--- config.mk ---
export PLATFORM = sky130hd
export DESIGN_NAME = spi_slave_mem_flat
export DESIGN_NICKNAME = d
export VERILOG_FILES = /design/src/rtl/spi_slave_mem_if.sv /design/src/rtl/spi_slave_mem.sv /design/src/flat_wrapper.sv
export SDC_FILE = /design/constraint.sdc
export NUM_CORES = 1
export LEC_CHECK = 0
export CAP_MARGIN = 5
export CORE_MARGIN = 2
export CORE_UTILIZATION = 45
export CTS_CLUSTER_SIZE = 12
export DETAILED_ROUTE_END_ITERATION = 16
export PLACE_DENSITY = 0.66
export SYNTH_ARGS = -nofsm -noshare
export SYNTH_HDL_FRONTEND = slang
export SYNTH_SLANG_ARGS = --single-unit
--- constraint.sdc ---
create_clock -name clk -period 2.41 [get_ports clk]
set_input_delay 0.482 -clock clk [delete_from_list [all_inputs] [get_ports clk]]
set_output_delay 0.482 -clock clk [all_outputs]
set_load 0.02 [all_outputs]
--- src/rtl/spi_slave_mem_if.sv ---
// SPI pins and local memory port for a single slave-select line.
// Latency: none, this is a wiring bundle only.
// Backpressure: none; SPI has no flow control and the memory always accepts.
interface spi_slave_mem_if #(
  parameter int AWIDTH = 12,
  parameter int DWIDTH = 32
);
  logic              sclk;
  logic              cs_n;
  logic              mosi;
  logic              miso;
  logic              miso_oe;
  logic [AWIDTH-1:0] mem_addr;
  logic [DWIDTH-1:0] mem_wdata;
  logic              mem_we;
  logic              mem_re;
  logic [DWIDTH-1:0] mem_rdata;
  logic              frame_done;
  logic              frame_err;

  // Responder view: consumes SPI pins and read data, produces memory strobes.
  modport slave (
    input  sclk, cs_n, mosi, mem_rdata,
    output miso, miso_oe, mem_addr, mem_wdata, mem_we, mem_re, frame_done, frame_err
  );

  // SPI master plus memory view.
  modport master (
    output sclk, cs_n, mosi, mem_rdata,
    input  miso, miso_oe, mem_addr, mem_wdata, mem_we, mem_re, frame_done, frame_err
  );
endinterface

--- src/rtl/spi_slave_mem.sv ---
// SPI mode-0 responder turning each {rw, addr, data} frame into one memory word access.
// Latency: strobe 1 clk after the last synchronized address/data rise; read data loaded 2 clks after it.
// Backpressure: none; the master clock is oversampled (fclk >= 8x fsclk) and the memory never stalls.
module spi_slave_mem #(
  parameter int AWIDTH      = 12,
  parameter int DWIDTH      = 32,
  parameter int SYNC_STAGES = 2
) (
  input  logic           clk,
  input  logic           rst_n,
  spi_slave_mem_if.slave bus
);
  localparam int MW = (AWIDTH > DWIDTH) ? AWIDTH : DWIDTH;
  localparam int CW = $clog2(MW + 1);
  localparam logic [CW-1:0] ALAST = CW'(AWIDTH - 1);
  localparam logic [CW-1:0] DLAST = CW'(DWIDTH - 1);

  typedef enum logic [2:0] {
    IDLE, CMD, ADDR, RD_REQ, RD_LOAD, RDATA, WDATA, DONE
  } state_t;

  logic [SYNC_STAGES-1:0] sclk_sync_q, cs_sync_q, mosi_sync_q, flush_q;
  logic                   sclk_prev_q;
  logic                   sclk_s, cs_s, mosi_s, flushed, rise, fall;

  state_t            state_q, state_d;
  logic [CW-1:0]     cnt_q, cnt_d;
  logic [MW-2:0]     rx_q, rx_d;
  logic [DWIDTH-1:0] tx_q, tx_d;
  logic              rw_q, rw_d;
  logic              armed_q, armed_d;
  logic [AWIDTH-1:0] addr_q, addr_d;
  logic [DWIDTH-1:0] wdata_q, wdata_d;
  logic              we_q, we_d, re_q, re_d;
  logic              done_q, done_d, err_q, err_d, oe_q, oe_d;

  // Input synchronizers; flush_q marks when the sync chains hold real pin samples after reset.
  always_ff @(posedge clk or negedge rst_n) begin
    if (!rst_n) begin
      sclk_sync_q <= '0;
      cs_sync_q   <= '1;
      mosi_sync_q <= '0;
      flush_q     <= '0;
      sclk_prev_q <= 1'b0;
    end else begin
      sclk_sync_q <= {sclk_sync_q[SYNC_STAGES-2:0], bus.sclk};
      cs_sync_q   <= {cs_sync_q[SYNC_STAGES-2:0], bus.cs_n};
      mosi_sync_q <= {mosi_sync_q[SYNC_STAGES-2:0], bus.mosi};
      flush_q     <= {flush_q[SYNC_STAGES-2:0], 1'b1};
      sclk_prev_q <= sclk_s;
    end
  end

  assign sclk_s  = sclk_sync_q[SYNC_STAGES-1];
  assign cs_s    = cs_sync_q[SYNC_STAGES-1];
  assign mosi_s  = mosi_sync_q[SYNC_STAGES-1];
  assign flushed = flush_q[SYNC_STAGES-1];
  assign rise    = ~cs_s & sclk_s & ~sclk_prev_q;
  assign fall    = ~cs_s & ~sclk_s & sclk_prev_q;

  // State register, shift registers and registered outputs.
  always_ff @(posedge clk or negedge rst_n) begin
    if (!rst_n) begin
      state_q <= IDLE;
      cnt_q   <= '0;
      rx_q    <= '0;
      tx_q    <= '0;
      rw_q    <= 1'b0;
      armed_q <= 1'b0;
      addr_q  <= '0;
      wdata_q <= '0;
      we_q    <= 1'b0;
      re_q    <= 1'b0;
      done_q  <= 1'b0;
      err_q   <= 1'b0;
      oe_q    <= 1'b0;
    end else begin
      state_q <= state_d;
      cnt_q   <= cnt_d;
      rx_q    <= rx_d;
      tx_q    <= tx_d;
      rw_q    <= rw_d;
      armed_q <= armed_d;
      addr_q  <= addr_d;
      wdata_q <= wdata_d;
      we_q    <= we_d;
      re_q    <= re_d;
      done_q  <= done_d;
      err_q   <= err_d;
      oe_q    <= oe_d;
    end
  end

  // Frame sequencing. A frame starts only after cs_n has been seen high, so a reset
  // released mid-frame (cs_n still low) stays idle until the master starts a new frame.
  always_comb begin
    state_d = state_q;
    cnt_d   = cnt_q;
    rx_d    = rx_q;
    tx_d    = tx_q;
    rw_d    = rw_q;
    armed_d = armed_q | (flushed & cs_s);
    addr_d  = addr_q;
    wdata_d = wdata_q;
    we_d    = 1'b0;
    re_d    = 1'b0;
    done_d  = 1'b0;
    err_d   = 1'b0;
    oe_d    = oe_q;
    case (state_q)
      IDLE: begin
        if (armed_q && flushed && !cs_s) begin
          state_d = CMD;
          cnt_d   = '0;
          rx_d    = '0;
          tx_d    = '0;
          armed_d = 1'b0;
          oe_d    = 1'b1;
        end
      end
      DONE: begin
        if (cs_s) begin
          state_d = IDLE;
          done_d  = 1'b1;
          oe_d    = 1'b0;
          tx_d    = '0;
        end
      end
      default: begin
        if (cs_s) begin
          // Early cs_n rise: drop the frame; any read already issued is simply discarded.
          state_d = IDLE;
          err_d   = 1'b1;
          oe_d    = 1'b0;
          tx_d    = '0;
        end else begin
          case (state_q)
            CMD: begin
              if (rise) begin
                rw_d    = mosi_s;
                cnt_d   = '0;
                state_d = ADDR;
              end
            end
            ADDR: begin
              if (rise) begin
                rx_d  = {rx_q[MW-3:0], mosi_s};
                cnt_d = cnt_q + 1'b1;
                if (cnt_q == ALAST) begin
                  addr_d  = {rx_q[AWIDTH-2:0], mosi_s};
                  cnt_d   = '0;
                  re_d    = ~rw_q;
                  state_d = rw_q ? WDATA : RD_REQ;
                end
              end
            end
            RD_REQ:  state_d = RD_LOAD;
            RD_LOAD: begin
              // Read data is valid this cycle, one clk after mem_re.
              tx_d    = bus.mem_rdata;
              state_d = RDATA;
            end
            RDATA: begin
              if (rise) begin
                cnt_d = cnt_q + 1'b1;
                if (cnt_q == DLAST) begin
                  state_d = DONE;
                end
              end else if (fall && cnt_q != '0) begin
                // The fall before the first data rise must leave the MSB on miso.
                tx_d = {tx_q[DWIDTH-2:0], 1'b0};
              end
            end
            WDATA: begin
              if (rise) begin
                rx_d  = {rx_q[MW-3:0], mosi_s};
                cnt_d = cnt_q + 1'b1;
                if (cnt_q == DLAST) begin
                  wdata_d = {rx_q[DWIDTH-2:0], mosi_s};
                  we_d    = 1'b1;
                  state_d = DONE;
                end
              end
            end
            default: state_d = IDLE;
          endcase
        end
      end
    endcase
  end

  assign bus.miso       = tx_q[DWIDTH-1];
  assign bus.miso_oe    = oe_q;
  assign bus.mem_addr   = addr_q;
  assign bus.mem_wdata  = wdata_q;
  assign bus.mem_we     = we_q;
  assign bus.mem_re     = re_q;
  assign bus.frame_done = done_q;
  assign bus.frame_err  = err_q;
endmodule

--- src/flat_wrapper.sv ---
// flat-port wrapper written by rule: the top's interface ports become plain ports
module spi_slave_mem_flat 
#(
  parameter int AWIDTH      = 12,
  parameter int DWIDTH      = 32,
  parameter int SYNC_STAGES = 2
)
  (clk, rst_n, bus_sclk, bus_cs_n, bus_mosi, bus_mem_rdata, bus_miso, bus_miso_oe, bus_mem_addr, bus_mem_wdata, bus_mem_we, bus_mem_re, bus_frame_done, bus_frame_err);
  spi_slave_mem_if #(.AWIDTH(AWIDTH), .DWIDTH(DWIDTH)) bus_i ();
  input  logic clk;
  input  logic rst_n;
  input wire logic [$bits(bus_i.sclk)-1:0] bus_sclk;
  input wire logic [$bits(bus_i.cs_n)-1:0] bus_cs_n;
  input wire logic [$bits(bus_i.mosi)-1:0] bus_mosi;
  input wire logic [$bits(bus_i.mem_rdata)-1:0] bus_mem_rdata;
  output wire logic [$bits(bus_i.miso)-1:0] bus_miso;
  output wire logic [$bits(bus_i.miso_oe)-1:0] bus_miso_oe;
  output wire logic [$bits(bus_i.mem_addr)-1:0] bus_mem_addr;
  output wire logic [$bits(bus_i.mem_wdata)-1:0] bus_mem_wdata;
  output wire logic [$bits(bus_i.mem_we)-1:0] bus_mem_we;
  output wire logic [$bits(bus_i.mem_re)-1:0] bus_mem_re;
  output wire logic [$bits(bus_i.frame_done)-1:0] bus_frame_done;
  output wire logic [$bits(bus_i.frame_err)-1:0] bus_frame_err;
  assign bus_i.sclk = bus_sclk;
  assign bus_i.cs_n = bus_cs_n;
  assign bus_i.mosi = bus_mosi;
  assign bus_i.mem_rdata = bus_mem_rdata;
  assign bus_miso = bus_i.miso;
  assign bus_miso_oe = bus_i.miso_oe;
  assign bus_mem_addr = bus_i.mem_addr;
  assign bus_mem_wdata = bus_i.mem_wdata;
  assign bus_mem_we = bus_i.mem_we;
  assign bus_mem_re = bus_i.mem_re;
  assign bus_frame_done = bus_i.frame_done;
  assign bus_frame_err = bus_i.frame_err;
  spi_slave_mem #(.AWIDTH(AWIDTH), .DWIDTH(DWIDTH), .SYNC_STAGES(SYNC_STAGES)) u_core (.clk(clk), .rst_n(rst_n), .bus(bus_i));
endmodule
==> impl_results.md <==
* Drc violations at 0
* Most common cell in the synthesized netlist: dfrtp_1
* Worst min-delay path category: reg -> reg
* Critical Path Start: u_core.state_q[0]
* Sequential area share after synthesis at approximately 57%
* Pint at roughly 5.0 mW
* Syn. warnings at 0
* TNS Setup at 0 ns
* Filler cells at ~1.0k
* Clock power frac at a little over a third
* Simple logic cell fraction of the synthesized area at 10.7%
* Startpoint Class: flop
* Gate power share at a little over a quarter
* Hold depth at 0
* Wirelength per Cell at 14.9 µm
* Syn Std Cell Area at 5750 µm²
* Vias per inst at ~5.2
* First-pass GRT wire length at about 19000 µm
* Main area contributors after synthesis: dfrtp_1 (57%), mux2_2 (8.4%), mux2i_1 (5.7%)
* CTS sink cnt at 132
* Reg2reg path depth at 7
* Headroom to the max-slew limit at 58.9%
* Multiplexer share of the synthesized area at ~15%
* Worst-skew pair later-pin latency at 0.42 ns
* Final Total Pwr at 7.44 mW
* I/O Pins at just under 90
* Post-synth top area cell: dfrtp_1
* Sw Share at between 30% and 40%
* XOR/XNOR share of the synthesized area at 0%
* Total Wirelength at roughly 12000 µm
* Flop pwr share at roughly two fifths
* Num CTS Buffers at 17
* Synth cell count leaders: dfrtp_1 (130), nand2_1 (45), mux2_2 (43)
* Setup violators final at 0
* Final Skew at ~0.0043 ns
* Mean Syn Cell Area at ~11 µm²
* Post-CTS setup buffers at 0
* CTS tree: built
* DP HPWL at roughly 7500 µm
* Crit path DAT at between 2 and 3 ns
* Fmax achieved at 0.448 GHz
* Met2 Use GR at between 20% and 30%
* Kind of critical path: reg -> reg
* Fraction of registers with async set/reset at 100%
* Synth Area in Compound Gates at roughly 10%
* EDFF count, synth at 0
* Proportion of layout cells with a drive suffix above 1 at 17.6%
* Hold Vio Cnt, Final at 0
* Total GRT Usage at approximately 18%
* Die Width at approximately 120 µm
* Largest family of logic cells by synthesized area: multiplexers
* Adder-cell share of the synthesized area at 1.52%
* Run status: completed
* Post-synth cell types at just under 50
* Met3 Use GR at under 10%
* Static leakage at ~3.5 nW
* Max VDD drop at a little under 0.6 mV
* Max-slew violations at 0
* Clock transition at path regs at 0.06 ns
* Slew @ Worst Pin at 0.613 ns
* Rows at 41
* GR peak layer: met2
* Min Tclk post-route at approximately 2.2 ns
* Antenna Nets Post-Route at 0
* NetSw at approximately 2.4 mW
* Gr ovfl total at 0
* Area Growth Syn to Fin at 30.5%
* First-pass DRT Iterations at 4
* Critical path capture point type: flop
* Met1 Resource Use GR at ~25%
* Cells after Synth at approximately 500
* Hold_sp: u_core.sclk_sync_q[0]
* Fin crit share at 92.6%
* Port Buf Inserts at 86
* Antenna violations before repair at 0
* Full die area at between 10000 and 15000 µm²
* Chip height at 117 µm
* Placed cells at ~740
* Placer Congestion at 0.863
* Top cell type's share of synthesized area at roughly 57%
* Vias in the first global route at roughly 3.9k
* Most used flip-flop cell after synthesis: dfrtp_1
* Maximum Capacitance Violations at 0
* Yosys reg bits at 132
* Crit Path Max Fanout at 32
* H-tree depth at 4
* Worst Path Required at between 2 and 3 ns
* Final nets at 633
* Core area at roughly 13000 µm²
* RSZ-0062 raised after global routing: no
* Finished Layout Cells at 774
* CTS root buf: clkbuf_16
* Clk buf depth at 2
* Diode count at 0
* Mapped Nets at around 550
* RR Startpoint: u_core.state_q[0]
* Initial core utilization at around 46%
* PwrDens at 991 nW/µm²
* Initial DRC count at roughly 300
* Via count at approximately 4k
* Pin count of the biggest net entering global routing at 79
state kept, by name, indices dropped and copies added (netlist names), 2 cells and up, named ones only:
signal	cells
u_core.state_q	3
u_core.sclk_sync_q	2
u_core.rx_q	31
u_core.cnt_q	6
u_core.mosi_sync_q	2
u_core.cs_sync_q	2
u_core.tx_q	32
u_core.flush_q	2
u_core.bus.mem_addr	12
u_core.bus.mem_wdata	32
worst paths after layout:
| path | to | slack [ns] |
|---|---|---|
| max in group asynchronous | u_core.bus.mem_wdata[15] | 1.23 |
| worst min-delay path | u_core.sclk_sync_q[1] | 0.34 |
| worst max register to register | u_core.bus.mem_wdata[23] | 0.18 |
| worst min register to register | u_core.sclk_sync_q[1] | 0.34 |
| min in group asynchronous | u_core.tx_q[8] | 0.50 |
| worst max-delay path | u_core.bus.mem_wdata[23] | 0.18 |
cells by family (layout without fill, tap and decap cells):
kind of cell / count (synthesis) / after routing
simple gates: 120 / 120
mux: 79 / 79
flops: 132 / 132
compound gates: 90 / 90
buf+inv: 73 / 173
fa+ha+maj: 7 / 7
other cells: 1 / 1
stage by stage:
stage / instance area [µm²] / hold slack, ns / worst slack (ns) / utilization (%)
floorplan: 5750 / 0.186 / 0.210 / -
global placement: 6870 / 0.334 / 0.251 / 54.6
detailed placement: 6870 / 0.336 / 0.184 / 54.6
CTS: 7500 / 0.347 / 0.119 / 59.7
global route: 7510 / 0.352 / 0.0513 / 59.7
finish: 7510 / 0.344 / 0.178 / 59.7
critical path, cell delays in order (launching register included):
cell and delay [ns]:
dfrtp_1 0.41, inv_1 0.13, ha_1 0.18, nand2_1 0.10, or4b_4 0.52, nor3_4 0.17
buf_12 0.24, mux2_2 0.36
what timing repair did:
action / 4_1_cts / 5_1_grt
endpoints found under the setup margin: 0 / 1
hold buffers: 1 / 0
gates resized for setup: 0 / 1
hold endpoints to repair: 26 / 0
area by class of cell:
cell class              instances  area, µm²  area share [%]
flip-flops and latches        132       3310            44.0
inverters                      38        143            1.90
repair buffers                103       1050            14.0
well taps                     172        215            2.87
clock inverters                 9        116            1.55
multi-input cells             297       2160            28.8
clock buffers                  23        508            6.77
metal layers:
metal	up-vias	part of all wire [%]
met5	-	0
met4	0	1.4
met3	12	5.2
met2	91	47
met1	1957	46
li1	1930	-
placed cells by master (no fill, tap or decap), types with 3 or more instances in the layout:
cell / instances
nor2_1: 10
nand2_1: 44
ha_1: 7
nor4_1: 4
buf_4: 11
o21ai_0: 36
nand3_1: 35
mux2_2: 43
dfrtp_1: 130
mux2i_1: 33
o31ai_1: 32
mux2_1: 3
clkinv_4: 3
clkbuf_16: 17
and3_1: 3
clkbuf_8: 6
a21oi_1: 4
buf_12: 5
a22o_1: 3
inv_1: 38
clkdlybuf4s50_1: 85
power by group through the flow:
| stage | logic [mW] | registers [mW] | clock network [mW] |
|---|---|---|---|
| 2_1_floorplan | 1.29 | 2.83 | 0 |
| 3_3_place_gp | 1.89 | 2.85 | 0 |
| 3_5_place_dp | 1.95 | 2.87 | 0 |
| 4_1_cts | 1.96 | 2.84 | 2.71 |
| 5_1_grt | 2.19 | 2.89 | 2.80 |
| 6_report | 1.96 | 2.84 | 2.64 |
Note: power is estimated with default switching activity, not from simulation.
